==> config.mk <==
export PLATFORM = sky130hd
export DESIGN_NAME = mem_bus_ctrl_flat
export DESIGN_NICKNAME = d
export VERILOG_FILES = /design/src/rtl/mem_bus_pkg.sv /design/src/rtl/mem_bus_if.sv /design/src/rtl/rr_arbiter3.sv /design/src/rtl/mem_bus_ctrl.sv /design/src/flat_wrapper.sv
export SDC_FILE = /design/constraint.sdc
export NUM_CORES = 1
export LEC_CHECK = 0
export CORE_AREA = 3 3 335 337
export CTS_CLUSTER_SIZE = 20
export DETAILED_ROUTE_END_ITERATION = 6
export DIE_AREA = 0 0 338 340
export GPL_TIMING_DRIVEN = 0
export PLACE_DENSITY = 0.3
export REMOVE_ABC_BUFFERS = 1
export SYNTH_ARGS = -nofsm -noshare
export SYNTH_HDL_FRONTEND = slang
export SYNTH_SLANG_ARGS = --single-unit
export TNS_END_PERCENT = 50
==> constraint.sdc <==
create_clock -name CLK -period 6.62 [get_ports CLK]
set_input_delay 1.324 -clock CLK [delete_from_list [all_inputs] [get_ports CLK]]
set_output_delay 1.324 -clock CLK [all_outputs]
set_load 0.01 [all_outputs]
==> src/rtl/mem_bus_pkg.sv <==
// Shared encodings for the memory bus controller: requester ids, FSM states
// and the write-size code that selects a full two-beat line.
package mem_bus_pkg;

    localparam logic [1:0] SRC_IC  = 2'd0;
    localparam logic [1:0] SRC_DC  = 2'd1;
    localparam logic [1:0] SRC_DMA = 2'd2;

    localparam logic [1:0] ST_IDLE  = 2'd0;
    localparam logic [1:0] ST_BEAT0 = 2'd1;
    localparam logic [1:0] ST_BEAT1 = 2'd2;
    localparam logic [1:0] ST_FIN   = 2'd3;

    localparam logic [2:0] WSIZE_LINE = 3'd0;

    function automatic logic [1:0] onehot_to_src(input logic [2:0] oh);
        if (oh[2]) return SRC_DMA;
        if (oh[1]) return SRC_DC;
        return SRC_IC;
    endfunction

    function automatic logic [2:0] src_to_onehot(input logic [1:0] src);
        case (src)
            SRC_DC:  return 3'b010;
            SRC_DMA: return 3'b100;
            default: return 3'b001;
        endcase
    endfunction

endpackage

==> src/rtl/mem_bus_if.sv <==
// Requester and memory-port signal bundle of the memory bus controller.
// Handshake: a requester holds REQ until its DONE pulse; GNT is high from acceptance through FIN; RVALID and DONE are single-cycle pulses to the owner.
interface mem_bus_if #(
    parameter int ADDR_W = 15
);
    logic [2:0]          REQ;
    logic [3*ADDR_W-1:0] REQ_ADDR;
    logic [2:0]          REQ_WR;
    logic [8:0]          REQ_SIZE;
    logic [383:0]        REQ_WDATA;
    logic [2:0]          GNT;
    logic                BEAT;
    logic [127:0]        RDATA;
    logic [2:0]          RVALID;
    logic [2:0]          DONE;
    logic [ADDR_W-1:0]   MEM_ADDR;
    logic                MEM_WR;
    logic                MEM_EN;
    logic [2:0]          MEM_WRITE_SIZE;
    logic [2:0]          MEM_SRC;
    logic [127:0]        MEM_WDATA;
    logic [127:0]        MEM_RDATA;

    modport slave (
        input  REQ, REQ_ADDR, REQ_WR, REQ_SIZE, REQ_WDATA, MEM_RDATA,
        output GNT, BEAT, RDATA, RVALID, DONE,
        output MEM_ADDR, MEM_WR, MEM_EN, MEM_WRITE_SIZE, MEM_SRC, MEM_WDATA
    );

    modport master (
        output REQ, REQ_ADDR, REQ_WR, REQ_SIZE, REQ_WDATA, MEM_RDATA,
        input  GNT, BEAT, RDATA, RVALID, DONE,
        input  MEM_ADDR, MEM_WR, MEM_EN, MEM_WRITE_SIZE, MEM_SRC, MEM_WDATA
    );

endinterface

==> src/rtl/rr_arbiter3.sv <==
// Combinational three-way round-robin arbiter; priority starts at the source
// after the last-served one, which the parent keeps in a register.
module rr_arbiter3
    import mem_bus_pkg::*;
(
    input  logic [2:0] req,
    input  logic [1:0] last,
    output logic [2:0] gnt
);

    always_comb begin
        gnt = 3'b000;
        case (last)
            SRC_IC: begin
                if      (req[1]) gnt = 3'b010;
                else if (req[2]) gnt = 3'b100;
                else if (req[0]) gnt = 3'b001;
            end
            SRC_DC: begin
                if      (req[2]) gnt = 3'b100;
                else if (req[0]) gnt = 3'b001;
                else if (req[1]) gnt = 3'b010;
            end
            default: begin
                if      (req[0]) gnt = 3'b001;
                else if (req[1]) gnt = 3'b010;
                else if (req[2]) gnt = 3'b100;
            end
        endcase
    end

endmodule

==> src/rtl/mem_bus_ctrl.sv <==
// Memory bus controller: round-robin arbitration of IC/DC/DMA and one- or
// two-beat sequencing of the winning transaction onto the memory port.
module mem_bus_ctrl
    import mem_bus_pkg::*;
#(
    parameter int MEM_LAT = 4,
    parameter int ADDR_W  = 15
) (
    input  logic       CLK,
    input  logic       CLR,
    mem_bus_if.slave   bus,
    output logic [1:0] dbg_state
);

    localparam logic [3:0] LAT_M1 = 4'(MEM_LAT - 1);

    logic [1:0]        state;
    logic [1:0]        owner;
    logic [1:0]        last_src;
    logic [ADDR_W-1:0] lat_addr;
    logic              lat_wr;
    logic [2:0]        lat_size;
    logic [3:0]        cnt;
    logic [2:0]        gnt_r;
    logic [127:0]      rdata_r;
    logic [2:0]        rvalid_r;

    logic [2:0]        arb_gnt;
    logic [1:0]        win;
    logic [ADDR_W-1:0] win_addr;
    logic              win_wr;
    logic [2:0]        win_size;
    logic              in_beat;
    logic              single_beat;

    rr_arbiter3 u_arb (
        .req  (bus.REQ),
        .last (last_src),
        .gnt  (arb_gnt)
    );

    always_comb begin
        win      = onehot_to_src(arb_gnt);
        win_addr = bus.REQ_ADDR[0 +: ADDR_W];
        win_wr   = bus.REQ_WR[0];
        win_size = bus.REQ_SIZE[2:0];
        case (win)
            SRC_DC: begin
                win_addr = bus.REQ_ADDR[ADDR_W +: ADDR_W];
                win_wr   = bus.REQ_WR[1];
                win_size = bus.REQ_SIZE[5:3];
            end
            SRC_DMA: begin
                win_addr = bus.REQ_ADDR[2*ADDR_W +: ADDR_W];
                win_wr   = bus.REQ_WR[2];
                win_size = bus.REQ_SIZE[8:6];
            end
            default: ;
        endcase
    end

    // A sized write touches one beat only; reads and full-line writes take two.
    assign single_beat = lat_wr && (lat_size != WSIZE_LINE);
    assign in_beat     = (state == ST_BEAT0) || (state == ST_BEAT1);

    always_ff @(posedge CLK or negedge CLR) begin
        if (!CLR) begin
            state    <= ST_IDLE;
            owner    <= SRC_IC;
            last_src <= SRC_DMA;
            lat_addr <= '0;
            lat_wr   <= 1'b0;
            lat_size <= WSIZE_LINE;
            cnt      <= 4'd0;
            gnt_r    <= 3'b000;
            rdata_r  <= '0;
            rvalid_r <= 3'b000;
        end else begin
            rvalid_r <= 3'b000;
            case (state)
                ST_IDLE: begin
                    if (|bus.REQ) begin
                        state    <= ST_BEAT0;
                        owner    <= win;
                        gnt_r    <= arb_gnt;
                        lat_addr <= win_addr;
                        lat_wr   <= win_wr;
                        lat_size <= win_size;
                        cnt      <= LAT_M1;
                    end
                end
                ST_BEAT0, ST_BEAT1: begin
                    if (cnt == 4'd0) begin
                        cnt <= LAT_M1;
                        if (!lat_wr) begin
                            rdata_r  <= bus.MEM_RDATA;
                            rvalid_r <= src_to_onehot(owner);
                        end
                        state <= (state == ST_BEAT0 && !single_beat) ? ST_BEAT1 : ST_FIN;
                    end else begin
                        cnt <= cnt - 4'd1;
                    end
                end
                default: begin
                    gnt_r    <= 3'b000;
                    last_src <= owner;
                    state    <= ST_IDLE;
                end
            endcase
        end
    end

    always_comb begin
        bus.MEM_ADDR       = '0;
        bus.MEM_EN         = in_beat;
        bus.MEM_WR         = in_beat && lat_wr;
        bus.MEM_WRITE_SIZE = 3'd0;
        bus.MEM_SRC        = 3'd0;
        if (in_beat) begin
            bus.MEM_ADDR       = single_beat ? lat_addr
                                             : {lat_addr[ADDR_W-1:5], state == ST_BEAT1, 4'b0000};
            bus.MEM_WRITE_SIZE = lat_size;
            bus.MEM_SRC        = {1'b0, owner};
        end
    end

    always_comb begin
        case (owner)
            SRC_DC:  bus.MEM_WDATA = bus.REQ_WDATA[255:128];
            SRC_DMA: bus.MEM_WDATA = bus.REQ_WDATA[383:256];
            default: bus.MEM_WDATA = bus.REQ_WDATA[127:0];
        endcase
    end

    assign bus.GNT    = gnt_r;
    assign bus.BEAT   = (state == ST_BEAT1);
    assign bus.RDATA  = rdata_r;
    assign bus.RVALID = rvalid_r;
    assign bus.DONE   = (state == ST_FIN) ? src_to_onehot(owner) : 3'b000;
    assign dbg_state  = state;

endmodule

==> src/flat_wrapper.sv <==
// flat-port wrapper written by rule: the top's interface ports become plain ports
module mem_bus_ctrl_flat import mem_bus_pkg::*;
#(
    parameter int MEM_LAT = 4,
    parameter int ADDR_W  = 15
)
  (CLK, CLR, dbg_state, bus_REQ, bus_REQ_ADDR, bus_REQ_WR, bus_REQ_SIZE, bus_REQ_WDATA, bus_MEM_RDATA, bus_GNT, bus_BEAT, bus_RDATA, bus_RVALID, bus_DONE, bus_MEM_ADDR, bus_MEM_WR, bus_MEM_EN, bus_MEM_WRITE_SIZE, bus_MEM_SRC, bus_MEM_WDATA);
  mem_bus_if #(.ADDR_W(ADDR_W)) bus_i ();
  input  logic CLK;
  input  logic CLR;
  output logic [1:0] dbg_state;
  input wire logic [$bits(bus_i.REQ)-1:0] bus_REQ;
  input wire logic [$bits(bus_i.REQ_ADDR)-1:0] bus_REQ_ADDR;
  input wire logic [$bits(bus_i.REQ_WR)-1:0] bus_REQ_WR;
  input wire logic [$bits(bus_i.REQ_SIZE)-1:0] bus_REQ_SIZE;
  input wire logic [$bits(bus_i.REQ_WDATA)-1:0] bus_REQ_WDATA;
  input wire logic [$bits(bus_i.MEM_RDATA)-1:0] bus_MEM_RDATA;
  output wire logic [$bits(bus_i.GNT)-1:0] bus_GNT;
  output wire logic [$bits(bus_i.BEAT)-1:0] bus_BEAT;
  output wire logic [$bits(bus_i.RDATA)-1:0] bus_RDATA;
  output wire logic [$bits(bus_i.RVALID)-1:0] bus_RVALID;
  output wire logic [$bits(bus_i.DONE)-1:0] bus_DONE;
  output wire logic [$bits(bus_i.MEM_ADDR)-1:0] bus_MEM_ADDR;
  output wire logic [$bits(bus_i.MEM_WR)-1:0] bus_MEM_WR;
  output wire logic [$bits(bus_i.MEM_EN)-1:0] bus_MEM_EN;
  output wire logic [$bits(bus_i.MEM_WRITE_SIZE)-1:0] bus_MEM_WRITE_SIZE;
  output wire logic [$bits(bus_i.MEM_SRC)-1:0] bus_MEM_SRC;
  output wire logic [$bits(bus_i.MEM_WDATA)-1:0] bus_MEM_WDATA;
  assign bus_i.REQ = bus_REQ;
  assign bus_i.REQ_ADDR = bus_REQ_ADDR;
  assign bus_i.REQ_WR = bus_REQ_WR;
  assign bus_i.REQ_SIZE = bus_REQ_SIZE;
  assign bus_i.REQ_WDATA = bus_REQ_WDATA;
  assign bus_i.MEM_RDATA = bus_MEM_RDATA;
  assign bus_GNT = bus_i.GNT;
  assign bus_BEAT = bus_i.BEAT;
  assign bus_RDATA = bus_i.RDATA;
  assign bus_RVALID = bus_i.RVALID;
  assign bus_DONE = bus_i.DONE;
  assign bus_MEM_ADDR = bus_i.MEM_ADDR;
  assign bus_MEM_WR = bus_i.MEM_WR;
  assign bus_MEM_EN = bus_i.MEM_EN;
  assign bus_MEM_WRITE_SIZE = bus_i.MEM_WRITE_SIZE;
  assign bus_MEM_SRC = bus_i.MEM_SRC;
  assign bus_MEM_WDATA = bus_i.MEM_WDATA;
  mem_bus_ctrl #(.MEM_LAT(MEM_LAT), .ADDR_W(ADDR_W)) u_core (.CLK(CLK), .CLR(CLR), .bus(bus_i), .dbg_state(dbg_state));
endmodule
==> key figures <==
Finish
  – Final layout net count: 2,401
  – P&R area growth vs syn: 112%
  – Final core utilization: 0.191
  – Most frequent cells in the layout: clkdlybuf4s50_1 (862), o21ai_0 (178), nand2_1 (169)
  – Commonest non-fill, non-tap cell in the layout: clkdlybuf4s50_1
  – Final Cell Area: 20,800 sq um
  – Layout cell share with drive strength beyond 1: 0.101

Clocking
  – TritonCTS clock tree: done
  – Setup bufs post-CTS: 0
  – H-tree levels: 4
  – Clock transition at the registers of the reported paths: 0.07 ns
  – Clock root cell: clkbuf_16
  – Clock buffer depth: 2
  – Clock latency on the worst-skew pair: 0.49 ns
  – Clock sink count: 163
  – Post-CTS sizing: 0
  – Post-CTS Hold Buffers: 0
  – Clock buffer count from CTS: 17

STA
  – Crit path time final: 4.78 ns
  – RSZ-0062 raised after global routing: false
  – Final hold viol count: 0
  – Final hold slack: 0.476 ns
  – Fmax: 0.209 GHz
  – Slew headroom: 0.279
  – Final WS setup: 1.84 ns
  – Setup TNS: 0 ns
  – Slew at the pin closest to its max-slew limit: 1.08 ns
  – Setup Viol. Count Final: 0
  – Slew Limit Fails: 0
  – Final Cycle Share: 0.721
  – Final clock skew: 0.0131 ns

Flow run
  – Max-cap viol count: 0

Setup path
  – Worst endpoint required time: 5.30 ns
  – Critical Path Sink Type: output pin
  – Crit-path max FO: 65
  – WP data arrival: 3.45 ns
  – CP startpoint kind: register
  – CP Class: reg2out

Placed design
  – Dpl ws: 1.19 ns
  – GP Congestion: 0.922
  – Placed cell area: 20,200 sq um
  – Post-DP HPWL: 67,300 microns
  – Port Buffers: 863

Route
  – Post-DRT Antenna Nets: 0
  – # DRC: 0
  – Vias: 11,500
  – Routed WL per cell: 24.1 microns
  – DR pass1 iterations: 5
  – Initial DRC Count: 590
  – Via density per instance: 3.46
  – Post-Route WL: 79,800 microns

Synth
  – Synthesized flop and latch total: 163
  – Seq/Total Area, Yosys: 0.415
  – Most area-hungry cell type in the Yosys netlist: dfrtp_1
  – Post-Syn Area: 9840 sq um
  – Yosys top cell area share: 0.412
  – Distinct cells, synth: 38
  – Area contributors post-synth: dfrtp_1 (41%), mux2_4 (13%), a22oi_1 (9.9%)
  – Post-Syn Area per Cell: 9.71 sq um
  – Ys Warns: 0
  – Synthesized instance count: 1,013

Power and ir drop
  – Reg power frac: 0.194
  – Total power divided by cell area: 450 nW/um^2
  – Comb power frac: 0.688
  – Worst VDD drop: 0.000252 V
  – NetSw: 4060 uW
  – Clock power frac: 0.118
  – Int Power: 5330 uW
  – Sw frac: 0.432
  – Leak Pwr: 0.00803 uW

Global route
  – Total congestion overflow: 0
  – Vias in the first global route: 12,100
  – Initial antenna violation count: 29
  – First-pass GRT wire length: 106,000 microns
  – GR Util All Layers: 0.134
  – Largest net degree at the start of global routing: 92

Hold path
  – HP Class: reg2reg

Die
  – Core Box Area: 109,000 sq um
  – Die height: 340 microns
  – Die area: 115,000 sq um
  – Die width: 338 microns
  – Cell Rows: 121
  – I/O pin cnt: 865
  – Starting Density: 0.0901

Status
  – Status: finished clean
[cells in the mapped netlist (all sizes together)]
cell / instances
or2: 1
clkbuf: 69
nor3: 4
o2bb2ai: 1
nand2: 169
inv: 27
o21ai: 186
nand2b: 3
a21oi: 19
a22oi: 130
nor4b: 1
or3b: 2
dfrtp: 162
nor2: 10
nor4: 1
nor2b: 4
dfstp: 1
ha: 10
conb: 1
a22o: 3
mux2: 130
a311o: 1
mux2i: 2
o211a: 1
a31oi: 3
and2: 25
buf: 24
nand3b: 1
o31a: 1
o31ai: 4
a2111oi: 17
[sequential cells by signal, summed over array words and instances, names as in the netlist]
| name | count |
|---|---|
| u_core.bus.RDATA | 128 |
| u_core.lat_addr | 15 |
| u_core.cnt | 4 |
| u_core.bus.GNT | 3 |
| u_core.bus.RVALID | 3 |
| u_core.lat_size | 3 |
| u_core.dbg_state | 2 |
| u_core.last_src | 2 |
| u_core.owner | 2 |
| u_core.lat_wr | 1 |
[power by group through the flow]
stage | registers [uW] | logic (uW) | clock network, uW
floorplan | 1970 | 2480 | 0
global placement | 1820 | 5880 | 0
detailed placement | 1840 | 6610 | 0
CTS | 1820 | 6640 | 1170
global route | 1890 | 6920 | 1200
finish | 1820 | 6460 | 1110
[path summary, 6_finish.rpt]
path | slack [ns] | cells after the start | endpoint | from
worst max-delay path | 1.84 | 6 | bus_MEM_WDATA[75] | u_core.owner[0]$_DFFE_PN0P_
worst min-delay path | 0.48 | 2 | u_core.lat_addr[7]$_DFFE_PN0P_ | u_core.lat_addr[7]$_DFFE_PN0P_
worst max register to register | 3.24 | 7 | u_core.bus.RDATA[13]$_DFFE_PN0P_ | u_core.dbg_state[1]$_DFFE_PN0P_
worst min register to register | 0.48 | 2 | u_core.lat_addr[7]$_DFFE_PN0P_ | u_core.lat_addr[7]$_DFFE_PN0P_
max in group asynchronous | 4.86 | 2 | u_core.lat_addr[6]$_DFFE_PN0P_ | CLR
min in group asynchronous | 0.78 | 1 | u_core.bus.RDATA[110]$_DFFE_PN0P_ | CLR
[through the flow]
| step | total power (uW) | instances |
|---|---|---|
| global placement | 7710 | 3259 |
| floorplan | 4440 | 920 |
| CTS | 9630 | 3305 |
| detailed placement | 8440 | 3274 |
| global route | 10000 | 3307 |
| finish | 9380 | 3308 |
[logic make-up after synthesis]
group,count (synthesis),synth area share
and+or+nand+nor,221,0.0956
muxes,132,0.184
adders and majority gates,10,0.0127
DFF,163,0.415
buffers and inverters,120,0.0624
AOI/OAI and AO/OA,366,0.230
other,1,0.000381
[critical path: stages (launching register included)]
cell	delay, ns
dfrtp_1	0.52
inv_1	0.14
ha_4	0.78
buf_12	0.32
nand2_1	0.20
o21ai_0	0.14
clkdlybuf4s50_1	0.78
[metal layers]
layer | vias up | global-route usage | share of wire
met2 | 489 | 0.223 | 0.48
met1 | 5593 | 0.163 | 0.42
met4 | 38 | 0.0255 | 0.0095
li1 | 5259 | - | -
met5 | - | 0 | 0.0031
met3 | 75 | 0.0501 | 0.089
[layout make-up]
| class | instances | area (sq um) |
|---|---|---|
| clock inverter | 14 | 191 |
| sequential | 163 | 4080 |
| tap | 1476 | 1850 |
| clock buffer | 17 | 425 |
| inverter | 27 | 101 |
| fill | 12100 | 88300 |
| antenna | 3 | 7.51 |
| timing repair buffer | 878 | 9000 |
| multi-input combinational | 730 | 5190 |
Note: power is estimated with default switching activity, not from simulation.
